File: src/rtl/arb_mux_pkg.sv
`default_nettype none
// ============================================================================
// Module      : arb_mux_pkg
// Description : Shared definitions for the arb_mux arbitrating multiplexer:
//               arbitration mode encodings and select-width derivation.
// Revision    : 1.0 - initial release
// ============================================================================
package arb_mux_pkg;

  // Arbitration mode encodings understood by rr_arbiter
  localparam logic ARB_RR    = 1'b0;
  localparam logic ARB_FIXED = 1'b1;

  // Width of a channel index; a single channel still needs one bit.
  function automatic int sel_w(input int n);
    return (n > 1) ? $clog2(n) : 1;
  endfunction

endpackage
`default_nettype wire

File: src/rtl/rr_arbiter.sv
`default_nettype none
// ============================================================================
// Module      : rr_arbiter
// Description : Combinational request-to-one-hot grant. Round-robin search
//               begins at i_ptr+1 and wraps; fixed mode picks lowest index.
// Ports       : i_req   - per-channel request vector
//               i_ptr   - index of the most recently granted channel
//               i_mode  - ARB_RR or ARB_FIXED
//               o_grant - one-hot grant, zero when no request
// Revision    : 1.0 - initial release
// ============================================================================
module rr_arbiter
  import arb_mux_pkg::*;
#(
  parameter int NUM_IN = 3,
  parameter int SEL_W  = 2
) (
  input  logic [NUM_IN-1:0] i_req,
  input  logic [SEL_W-1:0]  i_ptr,
  input  logic              i_mode,
  output logic [NUM_IN-1:0] o_grant
);

  logic [NUM_IN-1:0] w_mask;
  logic [NUM_IN-1:0] w_req_hi;
  logic [NUM_IN-1:0] w_gnt_hi;
  logic [NUM_IN-1:0] w_gnt_all;

  // Channels strictly above the pointer are searched first.
  always_comb begin
    w_mask = '0;
    for (int i = 0; i < NUM_IN; i++) begin
      w_mask[i] = (SEL_W'(i) > i_ptr);
    end
  end

  // Lowest set bit isolation: x & -x
  assign w_req_hi  = i_req & w_mask;
  assign w_gnt_hi  = w_req_hi & (~w_req_hi + NUM_IN'(1));
  assign w_gnt_all = i_req & (~i_req + NUM_IN'(1));

  // With nothing above the pointer the search wraps to the lowest index.
  assign o_grant = (i_mode == ARB_FIXED) ? w_gnt_all :
                   ((|w_req_hi) ? w_gnt_hi : w_gnt_all);

endmodule
`default_nettype wire

File: src/rtl/arb_mux.sv
`default_nettype none
// ============================================================================
// Module      : arb_mux
// Description : N-input valid/ready multiplexer with round-robin, fixed
//               priority or forced-channel arbitration and a one-entry
//               registered output stage.
// Ports       : I_clk/I_rst          - clock, async active-high reset
//               I_valid/O_ready/I_data - per-channel input handshake + data
//               I_force_en/I_force_sel - restrict grant to one channel
//               O_valid/I_ready/O_data/O_sel - output handshake, data, source
// Revision    : 1.0 - initial release
// ============================================================================
module arb_mux
  import arb_mux_pkg::*;
#(
  parameter int NUM_IN     = 3,
  parameter int WIDTH      = 32,
  parameter int FIXED_PRIO = 0,
  localparam int SEL_W     = sel_w(NUM_IN)
) (
  input  logic                    I_clk,
  input  logic                    I_rst,
  input  logic [NUM_IN-1:0]       I_valid,
  output logic [NUM_IN-1:0]       O_ready,
  input  logic [NUM_IN*WIDTH-1:0] I_data,
  input  logic                    I_force_en,
  input  logic [SEL_W-1:0]        I_force_sel,
  output logic                    O_valid,
  input  logic                    I_ready,
  output logic [WIDTH-1:0]        O_data,
  output logic [SEL_W-1:0]        O_sel
);

  localparam logic c_mode = (FIXED_PRIO != 0) ? ARB_FIXED : ARB_RR;

  logic              r_valid;
  logic [WIDTH-1:0]  r_data;
  logic [SEL_W-1:0]  r_sel;
  logic [SEL_W-1:0]  r_ptr;

  logic              w_load;
  logic [NUM_IN-1:0] w_force_mask;
  logic [NUM_IN-1:0] w_req;
  logic [NUM_IN-1:0] w_grant;
  logic [SEL_W-1:0]  w_gsel;
  logic [WIDTH-1:0]  w_gdata;

  // Output register can take a beat when empty or draining this cycle.
  assign w_load = ~r_valid | I_ready;

  // An out-of-range force index matches no channel, so nothing is granted.
  always_comb begin
    w_force_mask = '0;
    for (int i = 0; i < NUM_IN; i++) begin
      w_force_mask[i] = (SEL_W'(i) == I_force_sel);
    end
  end

  assign w_req = I_valid
               & (I_force_en ? w_force_mask : {NUM_IN{1'b1}})
               & {NUM_IN{w_load & ~I_rst}};

  rr_arbiter #(
    .NUM_IN (NUM_IN),
    .SEL_W  (SEL_W)
  ) u_arb (
    .i_req   (w_req),
    .i_ptr   (r_ptr),
    .i_mode  (c_mode),
    .o_grant (w_grant)
  );

  assign O_ready = w_grant;

  // One-hot grant lets index and data be formed by plain AND-OR.
  always_comb begin
    w_gsel  = '0;
    w_gdata = '0;
    for (int i = 0; i < NUM_IN; i++) begin
      w_gsel  = w_gsel  | (SEL_W'(i) & {SEL_W{w_grant[i]}});
      w_gdata = w_gdata | (I_data[i*WIDTH +: WIDTH] & {WIDTH{w_grant[i]}});
    end
  end

  always_ff @(posedge I_clk or posedge I_rst) begin
    if (I_rst) begin
      r_valid <= 1'b0;
      r_data  <= '0;
      r_sel   <= '0;
      r_ptr   <= SEL_W'(NUM_IN - 1);
    end else begin
      if (|w_grant) begin
        r_valid <= 1'b1;
        r_data  <= w_gdata;
        r_sel   <= w_gsel;
        if (c_mode == ARB_RR) begin
          r_ptr <= w_gsel;
        end
      end else if (r_valid && I_ready) begin
        r_valid <= 1'b0;
      end
    end
  end

  assign O_valid = r_valid;
  assign O_data  = r_data;
  assign O_sel   = r_sel;

endmodule
`default_nettype wire

File: config.mk
export PLATFORM = sky130hd
export DESIGN_NAME = arb_mux
export DESIGN_NICKNAME = d
export VERILOG_FILES = /design/src/rtl/arb_mux_pkg.sv /design/src/rtl/rr_arbiter.sv /design/src/rtl/arb_mux.sv
export SDC_FILE = /design/constraint.sdc
export NUM_CORES = 1
export LEC_CHECK = 0
export CAP_MARGIN = 10
export CORE_MARGIN = 8
export CORE_UTILIZATION = 34
export DETAILED_ROUTE_END_ITERATION = 12
export GPL_TIMING_DRIVEN = 1
export PLACE_DENSITY = 0.84
export SLEW_MARGIN = 30
export SYNTH_ARGS = -nofsm -noshare
export SYNTH_HDL_FRONTEND = slang
export SYNTH_SLANG_ARGS = --single-unit
File: constraint.sdc
create_clock -name I_clk -period 2.2 [get_ports I_clk]
set_clock_uncertainty 0.2 [all_clocks]
set_input_delay 0.44 -clock I_clk [delete_from_list [all_inputs] [get_ports I_clk]]
set_output_delay 0.44 -clock I_clk [all_outputs]
set_load 0.02 [all_outputs]
==> results.cfg <==
[outcome]
status = complete, but fails checks
failed_checks = setup timing

[place]
dpl_cell_area_um2 = 3450
hpwlAfterDp_mm = 5.56
dp_cells = 376
gp_congestion = 0.797
io_buffers = 142

[route]
drt_iter0_markers = 97
firstDrtPassIters = 4
drtAntennaViolNets = 0
drc = 0
routed_wl_mm = 7.33
vias = 2049
met3_length_um = 684
wl_met2_mm = 3.48
routed_via_density = 5.35
wire_per_inst_um = 19.1
drt-met1-wl_mm = 3.11
dr.max_layer_used = met4

[synth]
syn_inst = 156
ys_types = 34
syn_area_per_cell_um2 = 12.4
syn_area_um2 = 1940
yosys_most_used_dff = dfrtp_1
synth_warnings = 0
async_flop_share = 1.00
yosysSeqAreaShare = 0.466
syn_nets = 261
synth_edf_count = 0
ys_ff_latch = 36

[cells_and_area]
fin_cells = 383
finalCoreUtilization = 0.645
fillers = 447
drive_gt1_frac = 0.145
nets = 416
design_area_um2 = 3550
antenna_cells = 0
area_growth_pct = 83.5

[floorplanning]
io_pins = 143
start_util = 0.352
fp.dieArea_um2 = 8360
core-area_um2 = 5510
rows = 27
fp.dieH_um = 91.5
die_x_um = 91.5

[timing]
setup_slack_ns = -0.0186
finalMaxSlewViolations = 0
fmax_ghz = 0.451
fin_worst_hold_slack_ns = 0.286
period_share = 1.01
max_slew_margin = 0.738
hold_viol_final = 0
rsz0062_at_grt = true
tns_ns = -0.0186
period_needed_ns = 2.22
setup_violations = 1
tightest_slew_ns = 0.393

[grt]
antenna_found_initial = 0
grt_use_total = 0.170
grt.overflow.total = 0
grt_pass1_vias = 2252
grt_pass1_wl_mm = 11.5
grt_max_degree = 35

[setup_path]
worstPathArrival_ns = 1.58
start_kind = flip-flop
cp_data_required_time_ns = 1.56
worst-path-max-fanout = 2
endpoint_kind = output port
critPathKind = flip-flop to output port

[pwr]
power_density_nw_per_um2 = 769
power.leakage_nw = 1.54
irDropWorstVdd_mv = 0.390

[cts]
cts_buffers = 5
clk-insertion-delay-late_ns = 0.27
cts.hold.buffers_added = 0
cts_root_buf = clkbuf_8
path_clk_slew_ns = 0.06
post-cts-setup-buffer-count = 0
cts_htree_levels = 2
clock_sinks = 36
clockBufferDepth = 2
cts_tree = built

[run]
cap_violations = 0

[min_path]
hold_path_class = flip-flop to flip-flop
==> final cells by class <==
cell class | count | area (um^2) | area share
tap | 72 | 90.1 | 0.0254
timing repair buffer | 165 | 1600 | 0.449
clock buffer | 6 | 72.6 | 0.0204
multi-input combinational | 100 | 875 | 0.246
sequential | 36 | 902 | 0.254
inverter | 3 | 11.3 | 0.00317
clock inverter | 1 | 5.00 | 0.00141
==> cell usage after synthesis (all sizes together), types with 2 or more instances <==
library cell  number  area [um^2]
a221o             32          320
o21ai              3         15.0
a21o               2         15.0
and2               4         25.0
a22o              33          294
nand2b             4         25.0
nor2               2         7.51
clkbuf             2         7.51
inv                3         11.3
dfrtp             35          876
a21oi              4         20.0
buf               14          159
==> final timing paths <==
path                                 startpoint  depth (start not counted)  slack (ns)                     end
min in group asynchronous                 I_rst                          4        0.52  O_data[29]$_DFFE_PP0P_
hold / removal             O_sel[1]$_DFFE_PP0P_                          1        0.29    O_sel[1]$_DFFE_PP0P_
setup / recovery           r_ptr[1]$_DFFE_PP1P_                          5       -0.02              O_ready[1]
max in group asynchronous                 I_rst                          4        1.01    r_ptr[1]$_DFFE_PP1P_
hold reg to reg            O_sel[1]$_DFFE_PP0P_                          1        0.29    O_sel[1]$_DFFE_PP0P_
setup reg to reg           O_sel[0]$_DFFE_PP0P_                          6        0.06   O_data[1]$_DFFE_PP0P_
==> where the power goes <==
part,leakage (nW),internal (mW),switching [mW]
Sequential,0.437,0.851,0.104
Combinational,1.06,0.773,0.573
Clock,0.0410,0.215,0.215
Total,1.54,1.84,0.892
==> per-stage QoR <==
stage	worst slack [ns]	total power, mW
after global placement	-0.735	2.29
final	-0.0186	2.73
after detailed placement	-0.746	2.30
after floorplan	0.196	1.62
after CTS	-0.00703	2.76
after global routing	-0.0980	2.87
==> registers in the layout, indices dropped and copies added, names as in the netlist <==
signal,cells
O_valid,1
O_sel,2
O_data,32
r_ptr,1
==> layout by cell type, fill, tap and decap left out, types with 2 or more instances in the layout <==
cell type / n
clkdlybuf4s50_1: 132
a221o_1: 32
a22o_1: 29
dlygate4sd2_1: 4
inv_1: 2
nor2_1: 2
clkbuf_8: 5
and2_1: 3
a21oi_1: 3
a21o_1: 2
buf_6: 3
nand2b_1: 4
a22o_2: 4
dfrtp_1: 35
o21ai_0: 2
buf_4: 22
clkbuf_2: 2
==> worst max-delay path, cell delays in order, from the launching register on <==
cell and delay [ns]:
dfstp_2 0.54, and2b_1 0.19, o21bai_1 0.13, a211o_1 0.17
and2_4 0.16, buf_6 0.11
==> kinds of logic after synthesis <==
kind of cell    synth area share
compound gates             0.383
buf+inv                   0.0983
flops                      0.466
mux                      0.00517
simple gates              0.0472
==> routing by layer <==
metal | vias to the layer above | global-route usage
met5 | - | 0
met4 | 0 | 0.0368
met3 | 6 | 0.0675
met2 | 102 | 0.286
met1 | 983 | 0.196
li1 | 958 | -
==> timing repair <==
item	4_1_cts	5_1_grt
endpoints found under the setup margin	36	23
resized for setup	33	5
pin swaps	4	1
Note: power is estimated with default switching activity, not from simulation.
